==> config.mk <==
export PLATFORM = sky130hd
export DESIGN_NAME = fetch_unit
export DESIGN_NICKNAME = d
export VERILOG_FILES = /design/src/rtl/fetch_pkg.sv /design/src/rtl/fetch_fifo.sv /design/src/rtl/fetch_unit.sv
export SDC_FILE = /design/constraint.sdc
export NUM_CORES = 1
export LEC_CHECK = 0
export CAP_MARGIN = 25
export CORE_ASPECT_RATIO = 1.1
export CORE_MARGIN = 5
export CORE_UTILIZATION = 51
export CTS_CLUSTER_SIZE = 24
export DETAILED_ROUTE_END_ITERATION = 7
export PLACE_DENSITY = 0.87
export SYNTH_ARGS = -nofsm -noshare
export SYNTH_HDL_FRONTEND = slang
export SYNTH_SLANG_ARGS = --single-unit
==> constraint.sdc <==
create_clock -name clk -period 3.3 [get_ports clk]
set_input_delay 0.33 -clock clk [delete_from_list [all_inputs] [get_ports clk]]
set_output_delay 0.33 -clock clk [all_outputs]
set_load 0.005 [all_outputs]
==> src/rtl/fetch_pkg.sv <==
// fetch_pkg: shared definitions for the instruction fetch stage.
//   state_e   FSM encoding (FETCH issues requests, DRAIN discards stale responses)
//   NOP_WORD  instruction presented while the queue is empty
//   PC_INC    sequential fetch increment
package fetch_pkg;

    typedef enum logic {
        FETCH = 1'b0,
        DRAIN = 1'b1
    } state_e;

    localparam logic [31:0] NOP_WORD = 32'h0000_0000;
    localparam logic [31:0] PC_INC   = 32'd4;

endpackage

==> src/rtl/fetch_fifo.sv <==
// fetch_fifo: DEPTH x W synchronous FIFO with async reset and synchronous flush.
// Ports:
//   clk, rst   clock / async active-high reset
//   flush_i    empty the queue this edge (beats push and pop)
//   push_i     write wdata_i at tail (caller guarantees not full unless popping)
//   pop_i      drop head (caller guarantees not empty)
//   wdata_i    entry to push
//   rdata_o    head entry (storage is not reset; qualify with count_o != 0)
//   count_o    registered occupancy
module fetch_fifo #(
    parameter int DEPTH = 4,
    parameter int W     = 64
) (
    input  logic                       clk,
    input  logic                       rst,
    input  logic                       flush_i,
    input  logic                       push_i,
    input  logic                       pop_i,
    input  logic [W-1:0]               wdata_i,
    output logic [W-1:0]               rdata_o,
    output logic [$clog2(DEPTH+1)-1:0] count_o
);

    localparam int AW = $clog2(DEPTH);
    localparam int CW = $clog2(DEPTH+1);

    logic [W-1:0]  mem_q [DEPTH];
    logic [AW-1:0] wr_q, rd_q;
    logic [CW-1:0] cnt_q;

    // Power-of-two depth: pointers wrap naturally.
    always_ff @(posedge clk or posedge rst) begin
        if (rst) begin
            wr_q  <= '0;
            rd_q  <= '0;
            cnt_q <= '0;
        end else if (flush_i) begin
            wr_q  <= '0;
            rd_q  <= '0;
            cnt_q <= '0;
        end else begin
            if (push_i) wr_q <= wr_q + 1'b1;
            if (pop_i)  rd_q <= rd_q + 1'b1;
            cnt_q <= cnt_q + CW'(push_i) - CW'(pop_i);
        end
    end

    always_ff @(posedge clk) begin
        if (push_i && !flush_i) mem_q[wr_q] <= wdata_i;
    end

    assign rdata_o = mem_q[rd_q];
    assign count_o = cnt_q;

endmodule

==> src/rtl/fetch_unit.sv <==
// fetch_unit: instruction fetch with prefetch queue and redirect handling.
// Optional feature macro: FETCH_PERF_EN (adds perf_fetched / perf_dropped counters).
// Ports:
//   clk, reset                 clock / async active-high reset
//   redirect_en, redirect_pc   taken branch/jump from MEM; flushes and restarts fetch
//   imem_req/addr/gnt          in-order word read request channel
//   imem_rvalid/rdata          in-order read responses
//   out_valid/ready            head handshake toward IF/ID
//   out_instr, out_pcplus4     head instruction and its address + 4
//   perf_fetched, perf_dropped (FETCH_PERF_EN only) saturating event counters
module fetch_unit
    import fetch_pkg::*;
#(
    parameter int          DEPTH    = 4,
    parameter logic [31:0] RESET_PC = 32'h0000_0000
) (
    input  logic        clk,
    input  logic        reset,
    input  logic        redirect_en,
    input  logic [31:0] redirect_pc,
    output logic        imem_req,
    output logic [31:0] imem_addr,
    input  logic        imem_gnt,
    input  logic        imem_rvalid,
    input  logic [31:0] imem_rdata,
    output logic        out_valid,
    input  logic        out_ready,
    output logic [31:0] out_instr,
    output logic [31:0] out_pcplus4
`ifdef FETCH_PERF_EN
    ,
    output logic [31:0] perf_fetched,
    output logic [31:0] perf_dropped
`endif
);

    localparam int CW = $clog2(DEPTH+1);

    state_e        state_q, state_d;
    logic [31:0]   pc_q, pc_d;
    logic [31:0]   rsp_pc_q, rsp_pc_d;   // address of the next expected response
    logic [CW-1:0] outst_q, outst_d;
    logic [CW-1:0] drop_q, drop_d;
    logic          req_q, req_d;

    logic [CW-1:0] cnt, cnt_d, pending;
    logic [63:0]   head;
    logic          issue, rsp_fetch, push, pop;
    logic [31:0]   redir_addr;

    assign issue      = req_q & imem_gnt;
    assign rsp_fetch  = imem_rvalid & (state_q == FETCH);
    assign push       = rsp_fetch & ~redirect_en;
    assign pop        = out_valid & out_ready & ~redirect_en;
    assign redir_addr = redirect_pc & ~32'd3;
    // Everything still owed by memory after this cycle; only one of outst/drop is nonzero.
    assign pending    = outst_q + drop_q + CW'(issue) - CW'(imem_rvalid);
    assign cnt_d      = redirect_en ? '0 : cnt + CW'(push) - CW'(pop);

    fetch_fifo #(.DEPTH(DEPTH), .W(64)) u_fifo (
        .clk     (clk),
        .rst     (reset),
        .flush_i (redirect_en),
        .push_i  (push),
        .pop_i   (pop),
        .wdata_i ({imem_rdata, rsp_pc_q + PC_INC}),
        .rdata_o (head),
        .count_o (cnt)
    );

    always_comb begin
        state_d  = state_q;
        pc_d     = pc_q;
        rsp_pc_d = rsp_pc_q;
        outst_d  = outst_q;
        drop_d   = drop_q;
        if (redirect_en) begin
            // Everything in flight, including this cycle's issue, becomes stale.
            pc_d     = redir_addr;
            rsp_pc_d = redir_addr;
            outst_d  = '0;
            drop_d   = pending;
            state_d  = (pending != '0) ? DRAIN : FETCH;
        end else if (state_q == FETCH) begin
            if (issue)     pc_d     = pc_q + PC_INC;
            if (rsp_fetch) rsp_pc_d = rsp_pc_q + PC_INC;
            outst_d = outst_q + CW'(issue) - CW'(imem_rvalid);
        end else if (imem_rvalid) begin
            drop_d = drop_q - 1'b1;
            if (drop_q == CW'(1)) state_d = FETCH;
        end
        // Registered request from next-state counts: a pop frees credit next cycle.
        req_d = (state_d == FETCH) &&
                (({1'b0, cnt_d} + {1'b0, outst_d}) < (CW+1)'(DEPTH));
    end

    always_ff @(posedge clk or posedge reset) begin
        if (reset) begin
            state_q  <= FETCH;
            pc_q     <= RESET_PC;
            rsp_pc_q <= RESET_PC;
            outst_q  <= '0;
            drop_q   <= '0;
            req_q    <= 1'b0;
        end else begin
            state_q  <= state_d;
            pc_q     <= pc_d;
            rsp_pc_q <= rsp_pc_d;
            outst_q  <= outst_d;
            drop_q   <= drop_d;
            req_q    <= req_d;
        end
    end

    assign imem_req    = req_q;
    assign imem_addr   = pc_q;
    assign out_valid   = (cnt != '0);
    assign out_instr   = out_valid ? head[63:32] : NOP_WORD;
    assign out_pcplus4 = out_valid ? head[31:0]  : 32'h0;

`ifdef FETCH_PERF_EN
    logic [31:0] perf_fetched_q, perf_dropped_q;

    always_ff @(posedge clk or posedge reset) begin
        if (reset) begin
            perf_fetched_q <= '0;
            perf_dropped_q <= '0;
        end else begin
            if (pop && perf_fetched_q != '1)
                perf_fetched_q <= perf_fetched_q + 1'b1;
            if (imem_rvalid && state_q == DRAIN && perf_dropped_q != '1)
                perf_dropped_q <= perf_dropped_q + 1'b1;
        end
    end

    assign perf_fetched = perf_fetched_q;
    assign perf_dropped = perf_dropped_q;
`endif

endmodule
Word level (Yosys, flattened, before mapping). Memories as Yosys holds them, arrays and structs flattened. Cells that the tools add are included.

RAM bits: 256. Memories kept: 1. Bits in registers: 79. Output and inout bits: 98.

$add $sub $neg: 13. Reductions and logical operators: 14. $lt $le $gt $ge: 1. Bitwise logic cells: 8. Equality and inequality tests: 2. Multiplexer cells: 25.

Memories: u_fifo.mem_q (words 4, width 64, read ports 1, clocked after Yosys merged registers in 0, wr ports 1, RTL line fetch_fifo.sv:27) `logic [W-1:0] mem_q [DEPTH];`.

Operator list (number): 32-bit two-way mux (8); 32-bit by 3-bit adder with 32-bit output, second input constant (2); 3-bit two-way mux (6); 2-bit nonzero test (6); 3-bit by 1-bit adder with 3-bit output (3); 3-bit by 1-bit subtractor with 3-bit output (3); 2-bit two-way mux (4); 1-bit two-way mux (7); 2-bit AND reduction (3); 3-bit nonzero test (2); 1-bit AND (5); 2-bit by 1-bit adder with 2-bit output, second input constant (2); 3-bit by 3-bit adder with 4-bit output (1); 4-bit by 3-bit less-than comparator with 1-bit output, second input constant (1); 3-bit adder (1); 3-bit by 1-bit == test with 1-bit output, second input constant (1); 1-bit NOT (3); 3-bit by 1-bit subtractor with 3-bit output, second input constant (1); 1-bit logical AND (2); 2-bit inequality test, second input constant (1); 1-bit logical NOT (1).

Longest topological paths before layout.
Word-level depth: 9. Mapped depth: 13. Mapped depth without buffers: 12.

Hierarchy. A second synthesis with hierarchy kept.

Cells, all modules: 974. Area, all modules: 14868.0 µm².

Modules (own cells, without submodules): fetch_fifo (cells each 373, area an instance 9691.8 µm², seq. area each 7862.5 µm², times used 1); fetch_unit (cells each 601, area an instance 5176.2 µm², seq. area each 1701.6 µm², times used 1).

Worst setup path after synthesis. OpenSTA, ideal clock, no wires.

Path kind: register to register. From: register state_q. To: memory u_fifo.mem_q[0][10], enable pin. Data arrival time: 2.796 ns. Cell stages (with the launch flop): 6. Required time: 2.873 ns. Path slack: 0.077 ns. Path buffers: 3. Path through: dfrtp_1 -> clkbuf_1 -> nor2b_1 -> clkbuf_1 -> buf_1 -> and3_1.

Cells in the longest elaborated chain, start to end: 6.

RTL lines: start, declared (RTL line fetch_unit.sv:39) `state_e state_q, state_d;`; start signal, assigned (RTL line fetch_unit.sv:106) `state_q <= state_d;`; 1-bit NOT; 1-bit AND (RTL line fetch_unit.sv:52) `assign rsp_fetch = imem_rvalid & (state_q == FETCH);`; 1-bit AND (RTL line fetch_unit.sv:53) `assign push = rsp_fetch & ~redirect_en;`; 1-bit logical AND (RTL line fetch_fifo.sv:49) `if (push_i && !flush_i) mem_q[wr_q] <= wdata_i;`; 1-bit two-way mux (RTL line fetch_fifo.sv:49); 1-bit two-way mux (not written as such) (RTL line fetch_fifo.sv:49); end, declared (RTL line fetch_fifo.sv:27).

Every way passes these cells.

Worst setup path after layout.
From: register u_fifo.cnt_q[2], in the netlist u_fifo.count_o[2]. To: register req_q, in the netlist imem_req.

Cells in the longest elaborated chain, start to end: 8. Elaborated cells on any way between the ends: 9. Those cells by class: add/sub (3); order compare (1); mux (1); bitwise (2); reduce/logical (2).

RTL lines: start, declared (RTL line fetch_fifo.sv:29) `logic [CW-1:0] cnt_q;`; start signal, assigned (RTL line fetch_fifo.sv:44) `cnt_q <= cnt_q + CW'(push_i) - CW'(pop_i);`; branches (longest 3 deep; another with 3-bit by 1-bit adder with 3-bit output); 3-bit by 1-bit subtractor with 3-bit output * (RTL line fetch_unit.sv:58) `assign cnt_d = redirect_en ? '0 : cnt + CW'(push) - CW'(pop);`; 3-bit two-way mux * (RTL line fetch_unit.sv:58); via cnt_d[2] (RTL line fetch_unit.sv:46) `logic [CW-1:0] cnt, cnt_d, pending;`; 3-bit by 3-bit adder with 4-bit output * (RTL line fetch_unit.sv:94) `(({1'b0, cnt_d} + {1'b0, outst_d}) < (CW+1)'(DEPTH));`; 4-bit by 3-bit less-than comparator with 1-bit output * (RTL line fetch_unit.sv:94); 1-bit logical AND * (RTL line fetch_unit.sv:93) `req_d = (state_d == FETCH) &&`; via req_d (RTL line fetch_unit.sv:44) `logic req_q, req_d;`; end signal, assigned (RTL line fetch_unit.sv:111) `req_q <= req_d;`; end, declared (RTL line fetch_unit.sv:44).

Mark *: on every way through the listed nets, which the timed path passes. A chain may end at the register's enable or synchronous reset.

==> metrics.md <==
| Metric | Value |
|---|---|
| Worst hold path class | input port to asynchronous set/reset pin |
| RSZ-0062 raised after global routing | no |
| Clock Sinks | 323 |
| Final antenna-violating net count | 0 |
| Met3 wire len | 2.57 mm |
| Final setup margin | 0.200 ns |
| Largest family of logic cells by synthesized area | simple AND/OR/NAND/NOR gates |
| Clk slew on worst S/H paths | 0.06 ns |
| Mean Syn Cell Area | 14.8 um^2 |
| Top routing layer used | met4 |
| Post-synthesis simple-gate area fraction | 12.1% |
| Worst Tran Pin Value | 0.917 ns |
| Reg2reg start | u_fifo.count_o[2]$_DFF_PP0_ |
| Clock tree buffer depth | 3 |
| DP HPWL | 20.7 mm |
| Fin Setup TNS | 0 ns |
| Area grow syn2layout | 22.0% |
| # rows | 64 |
| Part of the Yosys area used for sequential elements | 64.5% |
| Placer Congestion | 0.875 |
| Tmin final | 3.10 ns |
| Post-CTS Setup Repair Bufs | 0 |
| Final worst path period share | 93.9% |
| Post-synthesis cell type count | 53 |
| Number of setup violations in the final report | 0 |
| Share of the synthesized area in the top cell type | 51.5% |
| Vias in the first global route | 9159 |
| CP max-delay cell | or3_2 |
| Crit. End Element | register |
| Final #Nets | 1234 |
| First-pass GRT wire length | 50.7 mm |
| Compound-Gate Fraction of Synth Area | 4.31% |
| I/O Pins | 168 |
| EDFF count, synth | 248 |
| Setup skew after layout | 0.0226 ns |
| Flop2flop setup slack | 0.20 ns |
| Final Hold Slack | 0.173 ns |
| Routed wire length | 31.7 mm |
| Power Density | 634 nW/um^2 |
| Maxcap violations | 0 |
| Cts bufs inserted | 34 |
| Core Region | 27900 um^2 |
| Die W | 171 um |
| DRC | 0 |
| Die Y | 187 um |
| Iter 0 DRT Violations | 827 |
| Root buf cell | clkbuf_16 |
| CTS tree | done |
| Worst relative slew slack | 38.3% |
| Yosys Warn Count | 0 |
| Critical-path maximum fanout | 2 |
| Maximum number of pins on one net before global-route repair | 65 |
| Max Freq | 0.323 GHz |
| Share of cells above drive strength 1 | 15.1% |
| R2R Path End | imem_req$_DFF_PP0_ |
| Clk Latency, worst-skew pair | 0.50 ns |
| Hold-fix buffers, CTS | 0 |
| FF+latch count, synth | 323 |
| P_leak | 0.00608 uW |
| Resized Gates After CTS | 0 |
| Portion of netlist area occupied by mux cells | 10.9% |
| Xor-xnor portion of the synthesized cell area | 3.56% |
| Routed vias/inst | 5.90 |
| Worst-path cell chain | or3_2 > nand2_1 > nor2_1 > ha_1 > inv_1 > ha_1 > fa_1 > xnor2_1 > nor2_1 > ha_1 > or3_1 > a311oi_1 |
| Syn Inst Count | 975 |
| WL met2 | 15.6 mm |
| Synth area leader | edfxtp_1 |
| Worst Path Arrival | 3.51 ns |
| Worst setup SP type | register |
| Cells taking the most area after synthesis | edfxtp_1 (52%), dfrtp_1 (13%), mux4_2 (9.7%) |
| Most used DFF post-synth | edfxtp_1 |
| Async SR Flop Fraction | 23.2% |
| Endpoints failing hold | 0 |
| Slew Limit Fails | 0 |
| DR pass1 iterations | 7 |
| Mapped Area | 14500 um^2 |
| Peak VDD IR | 0.400 mV |
| Ant diodes | 0 |
| CP most frequent cell | ha_1 |
| Initial antenna violation count | 0 |
| Setup slack at placement | -0.137 ns |
| Initial core utilization | 51.9% |
| WL met1 | 13.0 mm |
| Routed via count | 9034 |
| GRT Total Usage | 19.9% |
| GRT overflow | 0 |
| PortBufs | 161 |
| Slowest stage delay, CP | 0.50 ns |
| Worst r2r path cells | 12 |
| CTS H-Tree Depth | 2 |
| Req. time, crit path | 3.71 ns |
| Avg WL per Cell | 20.7 um |
| Die area | 31800 um^2 |
| Post-Synth Adder-Cell Area | 1.94% |
| Status | completed |
| CP Class | register to register |
## registers in the layout, summed over array words and instances, names as in the netlist
name / flops
imem_addr: 30
rsp_pc_q: 30
u_fifo.mem_q: 248
u_fifo.rd_q: 2
u_fifo.count_o: 3
outst_q: 3
drop_q: 3
u_fifo.wr_q: 2
imem_req: 1
state_q: 1
## per-stage QoR
stage | util (%) | instances | area [um^2] | total power (uW)
floorplan | - | 978 | 14500 | 6450
global placement | 59.5 | 1471 | 16600 | 7630
detailed placement | 59.5 | 1471 | 16600 | 7700
CTS | 63.3 | 1531 | 17600 | 11300
global route | 63.3 | 1531 | 17600 | 11800
finish | 63.3 | 1531 | 17600 | 11200
## kinds of logic after synthesis
logic type / Yosys count
flops: 323
simple gates: 312
buf+inv: 95
compound gates: 89
mux: 78
xor+xnor: 57
fa+ha+maj: 20
other cells: 1
## synth_stat cells (2+ instances only)
cell,n
edfxtp_1,248
inv_1,34
a21o_1,2
or4_1,8
o31ai_1,7
fa_1,4
o21a_1,2
o21ai_0,9
nand3_1,28
nand4_1,24
buf_4,4
clkbuf_1,39
nor4_1,13
mux2i_1,2
a211oi_1,11
ha_1,16
a311oi_1,6
mux4_2,62
nor2b_1,10
mux2_2,14
a31o_2,7
nor4_2,2
a31oi_1,22
o311a_1,5
and3_1,14
or3_1,9
a21oi_1,13
dfrtp_1,75
xor2_1,19
buf_1,7
nand2_1,38
nand3b_1,2
nor2_1,51
xnor2_1,37
and2_1,66
buf_2,10
and4_1,19
nor3_1,19
nand2b_1,3
## worst max path at each step
stage,start,endpoint,cells after the start
after global routing,u_fifo.count_o[2]$_DFF_PP0_,imem_req$_DFF_PP0_,12
after detailed placement,imem_gnt,imem_req$_DFF_PP0_,12
final,u_fifo.count_o[2]$_DFF_PP0_,imem_req$_DFF_PP0_,12
after CTS,u_fifo.count_o[2]$_DFF_PP0_,imem_req$_DFF_PP0_,12
after floorplan,state_q$_DFF_PP0_,u_fifo.mem_q[0][10]$_DFFE_PP_,5
after global placement,imem_gnt,imem_req$_DFF_PP0_,12
## power breakdown
| group | switching, uW | total, uW | leakage (uW) | internal, uW |
|---|---|---|---|---|
| Sequential | 255 | 4880 | 0.00311 | 4630 |
| Clock | 1450 | 3600 | 0.000529 | 2160 |
| Combinational | 1160 | 2700 | 0.00245 | 1550 |
| Total | 2860 | 11200 | 0.00608 | 8330 |
## layer usage
| layer | vias up | global-route usage (%) |
|---|---|---|
| met5 | - | 0 |
| met4 | 0 | 4.18 |
| met3 | 48 | 4.30 |
| met2 | 407 | 32.6 |
| met1 | 4501 | 28.0 |
| li1 | 4078 | - |
## worst max-delay path, delay by kind of cell, from the launching register on
kind | cells | cell delay, ns
buf+inv | 1 | 0.04
fa+ha+maj | 4 | 1.12
compound gates | 1 | 0.20
xor+xnor | 1 | 0.16
simple gates | 5 | 1.08
flops | 1 | 0.38
## cell usage in the layout (no fill, tap or decap), drive strengths merged, types with 22 or more instances in the layout
cell type	instances
nand4	25
nor2	51
clkdlybuf4s50	160
inv	34
buf	31
mux4	62
edfxtp	248
a31oi	22
nand2	39
dfrtp	75
and2	66
xnor2	37
clkbuf	47
nand3	28
## final cells by class
cell class | instances | area (um^2)
Clock inverter | 13 | 83.8
Fill cell | 1948 | 10200
Inverter | 34 | 128
Sequential cell | 323 | 9330
Clock buffer | 47 | 983
Tap cell | 363 | 454
Timing Repair Buffer | 191 | 1890
Multi-Input combinational cell | 560 | 4770
Power figures use the tool's default switching activity.
